## src/rtl/board_pkg.sv

```systemverilog
// -----------------------------------------------------------------------------
// board_pkg
//   Shared definitions for the board store and its arbiter.
//   - BOARD_ADDR_W / BOARD_CELLS : board geometry (64 cells, 6-bit address)
//   - cell_t                     : 2-bit cell encoding (value 3 is reserved)
//   - client_t                   : requester identities on the store port
//   - rr_grant()                 : two-client round-robin grant decision
// -----------------------------------------------------------------------------
package board_pkg;

    localparam int BOARD_ADDR_W = 6;
    localparam int BOARD_CELLS  = 1 << BOARD_ADDR_W;
    localparam int CELL_W       = 2;

    typedef enum logic [CELL_W-1:0] {
        CELL_EMPTY = 2'd0,
        CELL_BLACK = 2'd1,
        CELL_WHITE = 2'd2,
        CELL_RSVD  = 2'd3
    } cell_t;

    // Client 0 is the board-clear engine, client 1 is game logic.
    typedef enum logic {
        CLI_CLEAR = 1'b0,
        CLI_GAME  = 1'b1
    } client_t;

    // Grant vector layout: bit 0 = clear engine, bit 1 = game logic.
    // With both eligible, the client that did not win the last grant wins.
    function automatic logic [1:0] rr_grant(input logic    elig_clear,
                                            input logic    elig_game,
                                            input client_t last_grant);
        logic [1:0] gnt;
        gnt = 2'b00;
        if (elig_clear && elig_game) begin
            if (last_grant == CLI_CLEAR) gnt = 2'b10;
            else                         gnt = 2'b01;
        end else if (elig_clear) begin
            gnt = 2'b01;
        end else if (elig_game) begin
            gnt = 2'b10;
        end
        return gnt;
    endfunction

endpackage

```

## src/rtl/board_mem_core.sv

```systemverilog
// -----------------------------------------------------------------------------
// board_mem_core
//   Single-port register array holding the board cells. One access per cycle:
//   a write when we=1, and rdata is registered from the addressed cell at
//   every edge (old contents on a write cycle).
//
//   Ports:
//     clk    in   clock
//     we     in   write enable for this cycle's access
//     addr   in   [ADDR_W-1:0] cell address
//     wdata  in   [DATA_W-1:0] write data
//     rdata  out  [DATA_W-1:0] registered read data (no reset)
// -----------------------------------------------------------------------------
module board_mem_core
    import board_pkg::*;
#(
    parameter int ADDR_W = BOARD_ADDR_W,
    parameter int DATA_W = CELL_W
) (
    input  logic              clk,
    input  logic              we,
    input  logic [ADDR_W-1:0] addr,
    input  logic [DATA_W-1:0] wdata,
    output logic [DATA_W-1:0] rdata
);

    localparam int DEPTH = 1 << ADDR_W;

    logic [DATA_W-1:0] mem [DEPTH];

    // NOTE: the array has no reset on purpose; clearing it is a sequence of
    // ordinary writes by the clear engine, which keeps this a plain RAM.
    // NOTE: sequential state uses non-blocking assignments so every register
    // samples pre-edge values regardless of statement order.
    always_ff @(posedge clk) begin
        if (we) begin
            mem[addr] <= wdata;
        end
        rdata <= mem[addr];
    end

endmodule

```

## src/rtl/board_mem_arbiter.sv

```systemverilog
// -----------------------------------------------------------------------------
// board_mem_arbiter
//   Owns the 64 x 2-bit board store and arbitrates two en/valid requesters
//   onto its single port, round-robin on conflict.
//
//   Ports:
//     clk       in   clock
//     rst_n     in   synchronous active-low reset
//     c0_en     in   clear engine write request
//     c0_valid  out  clear engine completion pulse
//     c0_addr   in   [ADDR_W-1:0] clear engine cell address
//     c0_data   in   [DATA_W-1:0] clear engine write data
//     c1_en     in   game logic request
//     c1_we     in   game logic direction: 1 = write, 0 = read
//     c1_addr   in   [ADDR_W-1:0] game logic cell address
//     c1_wdata  in   [DATA_W-1:0] game logic write data
//     c1_rdata  out  [DATA_W-1:0] game logic read data (held until next read)
//     c1_valid  out  game logic completion pulse
// -----------------------------------------------------------------------------
module board_mem_arbiter
    import board_pkg::*;
#(
    parameter int ADDR_W = BOARD_ADDR_W,
    parameter int DATA_W = CELL_W
) (
    input  logic              clk,
    input  logic              rst_n,
    input  logic              c0_en,
    output logic              c0_valid,
    input  logic [ADDR_W-1:0] c0_addr,
    input  logic [DATA_W-1:0] c0_data,
    input  logic              c1_en,
    input  logic              c1_we,
    input  logic [ADDR_W-1:0] c1_addr,
    input  logic [DATA_W-1:0] c1_wdata,
    output logic [DATA_W-1:0] c1_rdata,
    output logic              c1_valid
);

    // -------------------------------------------------------------------------
    // State
    // -------------------------------------------------------------------------
    logic              c0_valid_q;
    logic              c1_valid_q;
    client_t           last_grant_q;
    logic              rd_done_q;     // a client 1 read completes this cycle
    logic [DATA_W-1:0] rdata_hold_q;  // last completed read, held between reads

    // -------------------------------------------------------------------------
    // Eligibility and grant
    // -------------------------------------------------------------------------
    logic       elig_clear;
    logic       elig_game;
    logic [1:0] grant;
    logic       gnt_clear;
    logic       gnt_game;

    // A client still holds en during its own valid cycle; masking with valid
    // stops that cycle from being taken as a fresh request.
    assign elig_clear = c0_en & ~c0_valid_q;
    assign elig_game  = c1_en & ~c1_valid_q;
    assign grant      = rr_grant(elig_clear, elig_game, last_grant_q);
    assign gnt_clear  = grant[0];
    assign gnt_game   = grant[1];

    // -------------------------------------------------------------------------
    // Store port mux
    // -------------------------------------------------------------------------
    logic              mem_we;
    logic [ADDR_W-1:0] mem_addr;
    logic [DATA_W-1:0] mem_wdata;
    logic [DATA_W-1:0] mem_rdata;

    // NOTE: every signal driven here gets a default before any branch, so no
    // path leaves it unassigned and no latch is inferred.
    always_comb begin
        mem_we    = 1'b0;
        mem_addr  = c0_addr;
        mem_wdata = c0_data;
        if (gnt_game) begin
            mem_we    = c1_we;
            mem_addr  = c1_addr;
            mem_wdata = c1_wdata;
        end else if (gnt_clear) begin
            mem_we    = 1'b1;
        end
        // A write landing on an edge where reset is sampled is dropped.
        if (!rst_n) begin
            mem_we = 1'b0;
        end
    end

    board_mem_core #(
        .ADDR_W (ADDR_W),
        .DATA_W (DATA_W)
    ) u_core (
        .clk   (clk),
        .we    (mem_we),
        .addr  (mem_addr),
        .wdata (mem_wdata),
        .rdata (mem_rdata)
    );

    // -------------------------------------------------------------------------
    // Completion, round-robin pointer and read-data hold
    // -------------------------------------------------------------------------
    always_ff @(posedge clk) begin
        if (!rst_n) begin
            c0_valid_q   <= 1'b0;
            c1_valid_q   <= 1'b0;
            last_grant_q <= CLI_GAME;       // clear engine wins the first conflict
            rd_done_q    <= 1'b0;
            rdata_hold_q <= '0;
        end else begin
            c0_valid_q <= gnt_clear;
            c1_valid_q <= gnt_game;
            rd_done_q  <= gnt_game & ~c1_we;
            if (gnt_clear) begin
                last_grant_q <= CLI_CLEAR;
            end else if (gnt_game) begin
                last_grant_q <= CLI_GAME;
            end
            // The core's rdata is only meaningful in the completion cycle;
            // capture it then so later accesses by either client cannot
            // disturb what client 1 sees.
            if (rd_done_q) begin
                rdata_hold_q <= mem_rdata;
            end
        end
    end

    assign c0_valid = c0_valid_q;
    assign c1_valid = c1_valid_q;
    assign c1_rdata = rd_done_q ? mem_rdata : rdata_hold_q;

endmodule

```

## config.mk

```make
export PLATFORM = sky130hd
export DESIGN_NAME = board_mem_arbiter
export DESIGN_NICKNAME = d
export VERILOG_FILES = /design/src/rtl/board_pkg.sv /design/src/rtl/board_mem_core.sv /design/src/rtl/board_mem_arbiter.sv
export SDC_FILE = /design/constraint.sdc
export NUM_CORES = 1
export LEC_CHECK = 0
export ABC_AREA = 1
export BUFFER_PORTS_ARGS = -buffer_cell sky130_fd_sc_hd__buf_2
export CAP_MARGIN = 30
export CORE_MARGIN = 2
export CORE_UTILIZATION = 60
export CTS_CLUSTER_DIAMETER = 120
export DETAILED_ROUTE_END_ITERATION = 8
export GPL_TIMING_DRIVEN = 0
export MAX_ROUTING_LAYER = met4
export PLACE_DENSITY = 0.78
export SLEW_MARGIN = 5
export SYNTH_ARGS = -nofsm -noshare
export SYNTH_HDL_FRONTEND = slang
export SYNTH_SLANG_ARGS = --single-unit
```

## constraint.sdc

```tcl
create_clock -name clk -period 4.1 [get_ports clk]
set_input_delay 0.82 -clock clk [delete_from_list [all_inputs] [get_ports clk]]
set_output_delay 0.82 -clock clk [all_outputs]
set_load 0.01 [all_outputs]
```

==> results of run 1 <==
==> layer usage <==
layer,global-route usage [%],up-vias
met1,35.46,2285
met5,-,-
li1,-,2303
met4,16.07,0
met3,7.357,49
met2,45.25,293
==> path summary, 6_finish.rpt <==
path,to,start,slack [ps],depth (start not counted)
setup / recovery,u_core.mem[33][0],c1_en,1250,9
hold / removal,rd_done_q,c1_we,460,2
setup reg to reg,u_core.mem[33][0],c1_valid,1290,7
hold reg to reg,rdata_hold_q[1],u_core.rdata[1],480,2
==> flip-flops by register name, indices dropped and copies added (netlist names) <==
register and flops:
c0_valid 1, c1_valid 1, last_grant_q 1, rd_done_q 1
rdata_hold_q 2, u_core.mem 128, u_core.rdata 2
==> synthesized netlist by cell type, types with 4 or more instances <==
cell and n:
buf_2 9, nand2_1 336, nand3_1 46, inv_1 24, nand4_1 8, dfxtp_1 8
o21ai_0 5, edfxtp_1 128, buf_6 4, nor2_1 79, clkbuf_1 13
==> cells by family (layout without fill, tap and decap cells) <==
| family | Yosys count | count (layout) |
|---|---|---|
| AND/OR/NAND/NOR | 475 | 475 |
| flip-flops | 136 | 136 |
| AO/OA/AOI/OAI | 10 | 10 |
| buffers and inverters | 53 | 111 |
| multiplexers | 2 | 2 |
==> where the power goes <==
part | leakage, nW | total, mW | switching, mW | internal [mW]
Sequential | 1.22 | 1.56 | 0.00478 | 1.55
Clock | 0.293 | 1.61 | 0.565 | 1.05
Combinational | 1.53 | 0.420 | 0.305 | 0.116
Total | 3.04 | 3.59 | 0.875 | 2.72
==> layout make-up <==
class,instances,share of cell area [%]
inverter,25,1.304
timing repair buffer,26,2.226
tap,136,2.365
buffer,28,2.139
multi-input combinational,487,27.65
clock buffer,20,5.912
sequential,136,55.64
clock inverter,12,2.765
==> per-stage QoR <==
stage	cell area, um2	total power, mW	cells	setup WS (ps)
floorplan	6241	1.859	676	1742
global placement	6531	1.976	836	889.1
detailed placement	6571	1.991	838	795.8
CTS	7196	3.576	870	1299
global route	7196	3.682	870	1135
finish	7196	3.590	870	1247
==> key figures, run 1 <==
Logic synthesis
  – Async S/R FF share, synth: 0%
  – Adder-cell share of the synthesized area: 0%
  – Cells after synthesis: 676
  – Ys flop type: edfxtp_1
  – Synth top area cells: edfxtp_1 62%, nand2_1 20%, nor2_1 4.8%
  – Synth Area per Inst: 9.232 um2
  – Synth Area in Compound Gates: 1.263%
  – Netlist Area Pre-Place: 6241 um2
  – Post-synth top area share: 61.59%
  – Synth Warn #: 0
  – Syn Nets: 697
  – Distinct cells, synth: 23
  – Sequential element share of the synthesized area: 64.15%
  – Post-synthesis mux area share: 0.3609%
  – Simple-gate share of the synthesized area: 30.25%
  – Number of flops mapped to enable cells by yosys: 128
  – Post-Synth XOR/XNOR Area: 0%
  – Flops & latches, synth: 136
  – Most area-hungry cell type in the Yosys netlist: edfxtp_1
  – Largest family of logic cells by synthesized area: simple AND/OR/NAND/NOR gates

Floorplanning
  – I/O pins: 25
  – Die span in x: 106.0 um
  – Initial Utilization: 61.00%
  – Core Area: 10230 um2
  – DIE AREA: 11230 um2
  – DIE HEIGHT: 106.0 um
  – # rows: 37

STA
  – Fin Clk Skew: 6.979 ps
  – Slew at the pin closest to its max-slew limit: 827.0 ps
  – Max-slew violation count: 0
  – Period utilization: 69.58%
  – Rel. slew slack: 44.70%
  – Setup TNS: 0 ps
  – Final setup vio count: 0
  – Setup repair after global routing missed its margin: no
  – Worst hold slack: 463.4 ps
  – Peak Freq: 0.3506 GHz
  – Final Hold Vio Count: 0
  – Minimum clock period: 2853 ps

Cells and area
  – Register area: 4004 um2
  – Layout cell share with drive strength beyond 1: 10.76%
  – Nets: 742
  – Multi-input logic area: 1989 um2
  – # diodes: 0
  – Final core occ: 70.33%
  – Fillers: 732
  – Most common cell after layout, fill and taps aside: nand2_1
  – Most frequent cells in the layout: 336 x nand2_1, 128 x edfxtp_1, 79 x nor2_1
  – Area grow syn2layout: 15.30%

Clocking
  – CTS tree: built
  – Bufs on Longest Clock Path: 2
  – Skew-Pair Late Insertion Delay: 540 ps
  – Clk Tree Root Cell: clkbuf_8
  – CTS buffer count: 17
  – Post-CTS Setup Bufs: 0
  – CTS H-Tree Depth: 4
  – PostCTS Resize Cnt: 0
  – Clk sinks: 136
  – Hold Buf Count CTS: 0
  – Reg clk slew, reported paths: 60 ps

Placed design
  – GP Congestion: 0.8955
  – HPWL after detailed placement: 9513 um
  – Buffers on Ports: 24

Routing
  – Via density: 5.667
  – Total wire length: 15090 um
  – Vias: 4930
  – Met3 wire length: 1674 um
  – TritonRoute pass-1 iters: 7
  – Top sig layer: met4
  – Met2 Routed Length: 7015 um
  – 1st-iter DRT viols: 632
  – DRT met1 WL: 5749 um
  – DRC errors left: 0
  – Antenna-violating nets left: 0
  – WL/cell: 17.34 um

Worst setup path
  – Worst Setup End Kind: register
  – Crit path top cell by count: buf_4
  – Critical path class: input port to register
  – CP startpoint kind: input port
  – Critical Path AT: 3060 ps
  – Crit path max-delay cell type: nand4_1
  – CP max FO: 10
  – CP delay by family, top: simple AND/OR/NAND/NOR gates
  – Req. time, crit path: 4310 ps
  – Largest stage delay, worst path: 670 ps
  – Worst-path cell chain: buf_2 -> inv_1 -> nor2_4 -> nand3_1 -> nand2_1 -> buf_4 -> buf_4 -> nand4_1 -> nor2_1
  – Buf+Inv Stages, Crit Path: 4

Power and ir drop
  – Power Density: 499.0 nW/um2
  – Peak VDD IR: 227.8 uV
  – Static Leak: 3.037 nW

GRT
  – Vias in the first global route: 4674
  – Pin count of the biggest net entering global routing: 53
  – First-pass GRT wire length: 23370 um
  – Gr usage total: 29.22%
  – Initial antenna violation count: 0
  – Total global routing overflow: 0

Flow run
  – Total of max-cap violations: 0

Min path
  – Hold WC Path Type: input port to register

Outcome
  – Status: finished, final reports clean
Note: power is estimated with default switching activity, not from simulation.
==> inputs of run 2 (changes only) <==
--- a/config.mk
+++ b/config.mk
@@ -5,16 +5,16 @@
 export SDC_FILE = /design/constraint.sdc
 export NUM_CORES = 1
 export LEC_CHECK = 0
-export ABC_AREA = 1
+export ABC_AREA = 0
 export BUFFER_PORTS_ARGS = -buffer_cell sky130_fd_sc_hd__buf_2
 export CAP_MARGIN = 30
 export CORE_MARGIN = 2
-export CORE_UTILIZATION = 60
+export CORE_UTILIZATION = 55
 export CTS_CLUSTER_DIAMETER = 120
 export DETAILED_ROUTE_END_ITERATION = 8
 export GPL_TIMING_DRIVEN = 0
 export MAX_ROUTING_LAYER = met4
-export PLACE_DENSITY = 0.78
+export PLACE_DENSITY = 0.75
 export SLEW_MARGIN = 5
 export SYNTH_ARGS = -nofsm -noshare
 export SYNTH_HDL_FRONTEND = slang
==> constraint.sdc (replaced) <==
create_clock -name clk -period 2.6 [get_ports clk]
set_input_delay 0.52 -clock clk [delete_from_list [all_inputs] [get_ports clk]]
set_output_delay 0.52 -clock clk [all_outputs]
set_load 0.01 [all_outputs]
==> run 2 against run 1 <==
The flow now finishes with violations (negative setup slack); critical path depth unchanged; synthesized area is 6.1% lower; cell count shrank 29%; critical endpoint is now u_core.rdata[1]; largest power group is now registers.
==> key figures, run 2 <==
Outcome
  – Status: complete, but fails checks
  – Failing checks: negative setup slack

Placed design
  – Buffers on Ports: 24
  – GP Congestion: 0.8845
  – HPWL after detailed placement: 9557 um

Routing
  – TritonRoute pass-1 iters: 6
  – DRT met1 WL: 6041 um
  – WL/cell: 26.58 um
  – Top sig layer: met4
  – Met3 wire length: 1648 um
  – Met2 Routed Length: 7982 um
  – Vias: 4203
  – Antenna-violating nets left: 0
  – DRC errors left: 0
  – Via density: 6.779
  – 1st-iter DRT viols: 600
  – Total wire length: 16480 um

Worst setup path
  – R2r setup slk: -100 ps
  – Critical Path AT: 3100 ps
  – Critical path class: register to register
  – CP startpoint kind: register
  – Req. time, crit path: 3000 ps
  – CP max FO: 5
  – Worst Setup End Kind: register

GRT
  – Initial antenna violation count: 0
  – Pin count of the biggest net entering global routing: 42
  – First-pass GRT wire length: 23060 um
  – Gr usage total: 29.40%
  – Total global routing overflow: 0
  – Vias in the first global route: 3966

Cells and area
  – Layout cell share with drive strength beyond 1: 26.45%
  – # diodes: 0
  – Multi-input logic area: 1948 um2
  – Max reg flops: 128
  – Most common cell after layout, fill and taps aside: edfxtp_1
  – Fillers: 676
  – Most flop-heavy register: u_core.mem
  – Area grow syn2layout: 20.77%
  – Nets: 493
  – Register area: 4005 um2
  – Most frequent cells in the layout: 128 x edfxtp_1, 66 x nor2_1, 31 x buf_2, 31 x a22oi_1, 24 x a21boi_0
  – Regs by FF count: u_core.mem: 128 flops, rdata_hold_q: 2 flops, u_core.rdata: 2 flops

Logic synthesis
  – Cells after synthesis: 412
  – Post-synth top cells: 128 x edfxtp_1, 67 x nor2_1, 32 x a22oi_1, 25 x a21boi_0, 17 x nand3_1
  – Post-synth top area share: 65.58%
  – Synth Area in Compound Gates: 17.04%
  – Netlist Area Pre-Place: 5861 um2
  – Async S/R FF share, synth: 0%
  – Distinct cells, synth: 54
  – Syn Nets: 433
  – Largest family of logic cells by synthesized area: compound AO/OA/AOI/OAI gates
  – Simple-gate share of the synthesized area: 11.21%
  – Synth Warn #: 0
  – Top-count cell post-synth: edfxtp_1
  – Sequential element share of the synthesized area: 68.32%
  – Post-synthesis mux area share: 1.345%
  – Ys flop type: edfxtp_1
  – Most area-hungry cell type in the Yosys netlist: edfxtp_1
  – Post-Synth XOR/XNOR Area: 0%
  – Synth top area cells: edfxtp_1 66%, nor2_1 4.3%, a22oi_1 4.1%
  – Number of flops mapped to enable cells by yosys: 128
  – Flops & latches, synth: 136
  – Adder-cell share of the synthesized area: 0%
  – Synth Area per Inst: 14.22 um2

STA
  – Rel. slew slack: 46.95%
  – Final setup vio count: 2
  – PnR worst setup slack: -97.63 ps
  – Worst hold slack: 152.6 ps
  – Setup TNS: -102.2 ps
  – Slew at the pin closest to its max-slew limit: 795.8 ps
  – Minimum clock period: 2698 ps
  – Peak Freq: 0.3707 GHz
  – Max-slew violation count: 0
  – Fin Clk Skew: 6.806 ps
  – Period utilization: 103.8%
  – Final Hold Vio Count: 0

Power and ir drop
  – Power Density: 742.5 nW/um2
  – Static Leak: 2.299 nW
  – Peak VDD IR: 390.8 uV

Floorplanning
  – Initial Utilization: 56.77%
  – I/O pins: 25
  – DIE AREA: 11500 um2
  – # rows: 37
  – Core Area: 10320 um2
  – DIE HEIGHT: 107.2 um
  – Die span in x: 107.2 um

Flow run
  – Total of max-cap violations: 0

Min path
  – Hold WC Path Type: input port to register

Clocking
  – CTS tree: built
  – Hold Buf Count CTS: 0
  – CTS buffer count: 17
  – Reg clk slew, reported paths: 60 ps
  – CTS H-Tree Depth: 4
  – Clk Tree Root Cell: clkbuf_8
  – Bufs on Longest Clock Path: 2
  – Skew-Pair Late Insertion Delay: 540 ps
  – Clk sinks: 136
==> run 2: cell types whose count changed in the layout (fill, tap and decap cells not counted), sizes merged, moves of 10 or more <==
cell,delta
o21a,+13
a2111oi,+16
clkbuf,-10
nor2,-12
nand3,-30
buf,+13
inv,-22
nand2,-325
a22oi,+32
a21boi,+29
==> run 2: layout make-up <==
type	instances	area share, %
flip-flops and latches	136	56.58
multi-input cells	256	27.52
clock buffers	20	6.010
repair buffers	41	3.818
well taps	136	2.404
clock inverters	11	1.856
plain buffers	16	1.591
inverters	4	0.2121
==> run 2: cell families (layout without fill, tap and decap cells) <==
group / after synthesis / in the layout
DFF: 136 / 136
and+or+nand+nor: 132 / 132
AOI/OAI and AO/OA: 117 / 117
buffers and inverters: 20 / 92
muxes: 7 / 7
==> run 2: report_power, final <==
part           leakage (nW)  internal, mW  total, mW  switching (mW)
combinational         0.812         0.155      0.488           0.333
sequential             1.22          2.45       2.46         0.00758
clock                 0.267          1.44       2.31           0.869
total                  2.30          4.05       5.26            1.21
==> run 2: critical path, stage by stage (launching register included) <==
cell	delay, ps
dfxtp_1	370
and3b_1	230
buf_2	200
o211ai_4	320
buf_4	200
a21boi_0	110
a2111oi_0	500
and3_1	260
o22ai_1	130
nand4b_1	240
==> run 2: worst paths after layout <==
check	cells after the start	endpoint	startpoint
setup / recovery	9	u_core.rdata[1]	c0_valid
hold / removal	2	rd_done_q	c1_we
setup reg to reg	9	u_core.rdata[1]	c0_valid
hold reg to reg	2	last_grant_q	last_grant_q
==> run 2: what timing repair did <==
action,in CTS,in global routing
setup buffers,2,10
pin swaps,5,11
cloned,0,1
endpoints found under the setup margin,100,92
hold endpoints to repair,0,0
resized for setup,19,24
==> run 2: per-layer routing <==
metal,up-vias,GRT usage [%]
met5,-,-
met4,0,16.51
met3,61,7.538
met2,301,44.30
met1,2079,36.38
li1,1762,-
==> run 2: metrics by stage <==
step           utilization (%)  instances  setup slack [ps]  total power [mW]  area [um2]
2_1_floorplan                -        412             303.5             2.752        5861
3_3_place_gp             59.58        572            -804.4             2.905        6151
3_5_place_dp             60.16        576            -864.7             2.921        6211
4_1_cts                  66.60        609            -2.590             5.196        6875
5_1_grt                  68.56        620            -107.8             5.352        7078
6_report                 68.56        620            -97.63             5.255        7078
==> inputs of run 3 (changes only) <==
==> constraint.sdc (replaced) <==
create_clock -name clk -period 2.4 [get_ports clk]
set_input_delay 0.48 -clock clk [delete_from_list [all_inputs] [get_ports clk]]
set_output_delay 0.48 -clock clk [all_outputs]
set_load 0.01 [all_outputs]
==> run 3 against run 2 <==
The run still ends with negative setup slack left; cell count up 3.2%; global-route usage up 3.5 points; combinational power up 38%; non-clock buffer count up 20; via count up 6.5%; clock power up 8%; critical path depth down 1; register-to-register slack worse by 150 ps; core utilization up 5.6 points; clock skew up 0.70 ps; critical path type unchanged; critical endpoint is now u_core.rdata[0].
==> key figures, run 3 (synthesized netlist as in run 2, its figures left out) <==
Outcome
  – Status: complete, but fails checks
  – Failing checks: negative setup slack

Placed design
  – Placed inst area: 6211 um2
  – Pre-CTS WS: -1025 ps
  – HPWL after detailed placement: 9557 um
  – Buffers on Ports: 24
  – GP Congestion: 0.8845
  – Post-Place Cells: 576

Cells and area
  – Most common cell after layout, fill and taps aside: edfxtp_1
  – Most flop-heavy register: u_core.mem
  – Final core occ: 74.16%
  – Max reg flops: 128
  – Nets: 513
  – Most frequent cells in the layout: 128 x edfxtp_1, 37 x nor2_1, 29 x a22oi_1
  – Finished Layout Cells: 640
  – # diodes: 0
  – Layout cell share with drive strength beyond 1: 39.09%
  – Regs by FF count: u_core.mem: 128 flops, rdata_hold_q: 2 flops, u_core.rdata: 2 flops
  – Area grow syn2layout: 30.64%
  – Final instance area: 7656 um2

STA
  – Period utilization: 110.1%
  – Max-slew violation count: 0
  – PnR worst setup slack: -243.4 ps
  – Rel. slew slack: 45.26%
  – Final Hold Vio Count: 0
  – Peak Freq: 0.3783 GHz
  – Final setup vio count: 66
  – Minimum clock period: 2643 ps
  – Fin Clk Skew: 7.511 ps
  – Slew at the pin closest to its max-slew limit: 821.1 ps
  – Setup repair after global routing missed its margin: yes

Power and ir drop
  – Static Leak: 2.479 nW
  – P_int: 4.447 mW
  – Net Sw Power: 1.395 mW
  – Power Density: 763.2 nW/um2
  – Flop pwr share: 45.6%
  – Clock power share: 42.9%
  – Peak VDD IR: 435.1 uV
  – Comb power frac: 11.5%
  – Sw Share: 23.88%

Routing
  – TritonRoute pass-1 iters: 5
  – WL/cell: 29.69 um
  – Antenna-violating nets left: 0
  – 1st-iter DRT viols: 617
  – DRC errors left: 0
  – Vias: 4478
  – Total wire length: 19000 um
  – Via density: 6.997

Clocking
  – CTS tree: built
  – CTS buffer count: 17
  – Clk sinks: 136
  – Bufs on Longest Clock Path: 2
  – Skew-Pair Late Insertion Delay: 540 ps
  – CTS H-Tree Depth: 4
  – Reg clk slew, reported paths: 60 ps
  – Hold Buf Count CTS: 0
  – Clk Tree Root Cell: clkbuf_8

Worst setup path
  – CP startpoint kind: register
  – Worst Setup End Kind: register
  – Critical path class: register to register
  – Req. time, crit path: 2850 ps
  – R2r setup slk: -240 ps
  – Critical Path AT: 3090 ps
  – CP max FO: 10

GRT
  – Pin count of the biggest net entering global routing: 42
  – First-pass GRT wire length: 25820 um
  – Total global routing overflow: 0
  – Vias in the first global route: 4336
  – Gr usage total: 32.89%
  – Initial antenna violation count: 0

Floorplanning
  – Die span in x: 107.2 um
  – Initial Utilization: 56.77%
  – DIE AREA: 11500 um2
  – I/O pins: 25
  – # rows: 37
  – Core Area: 10320 um2
  – DIE HEIGHT: 107.2 um

Min path
  – Hold WC Path Type: input port to register

Flow run
  – Total of max-cap violations: 0
run 3: cell types whose count changed in the layout (fill, tap and decap cells not counted), moves of 4 or more:
cell,previous run,this run
buf_2,31,27
nor2_4,1,9
nor2_2,1,22
nor2_1,66,37
buf_4,17,28
buf_6,4,15
a31oi_1,9,5
run 3: power by group through the flow:
stage	Clock [mW]	Combinational, mW	Sequential, mW
final	2.50	0.675	2.66
after global routing	2.58	0.693	2.66
after CTS	2.49	0.569	2.66
after detailed placement	0	0.452	2.71
after global placement	0	0.424	2.72
after floorplan	0	0.265	2.72
run 3: final cells by class:
class,instances,area [um2]
Tap cell,136,170.2
Clock buffer,20,425.4
Timing Repair Buffer,63,516.7
Buffer,14,116.4
Fill cell,557,2668
Sequential cell,136,4009
Multi-Input combinational cell,256,2272
Clock inverter,11,131.4
Inverter,4,15.01
run 3: through the flow:
step | hold WS (ps) | power [mW] | TNS, ps
after floorplan | 551.6 | 2.981 | 0
after global placement | 564.2 | 3.147 | -181940
after detailed placement | 584.2 | 3.164 | -82880
after CTS | 117.3 | 5.718 | -1168
after global routing | 146.6 | 5.937 | -6997
final | 149.0 | 5.843 | -3869
run 3: path summary, 6_finish.rpt:
kind                        start  depth (start not counted)               to
setup / recovery         c0_valid                          8  u_core.rdata[0]
hold / removal              c1_we                          2        rd_done_q
setup reg to reg         c0_valid                          8  u_core.rdata[0]
hold reg to reg   rdata_hold_q[0]                          2  rdata_hold_q[0]
run 3: critical path, stage by stage, from the launching register on:
cell and delay, ps:
dfxtp_2 330, buf_6 110, nand3b_4 270, nand2_8 200
mux2i_2 380, nand3_1 530, a31oi_2 480, nor4_4 80
nand4_1 170
run 3: routing by layer:
metal	up-vias	part of all wire, %	GRT usage [%]
met5	-	0	-
met4	0	7.3	21.24
met3	121	12	8.632
met2	432	46	50.23
met1	2116	35	38.76
li1	1809	-	-
run 3: what timing repair did:
item                                    4_1_cts  5_1_grt
pin swaps                                    25       12
buffers inserted                             27        8
endpoints found under the setup margin      130      102
gates cloned                                  1        0
gates resized for setup                      71       67
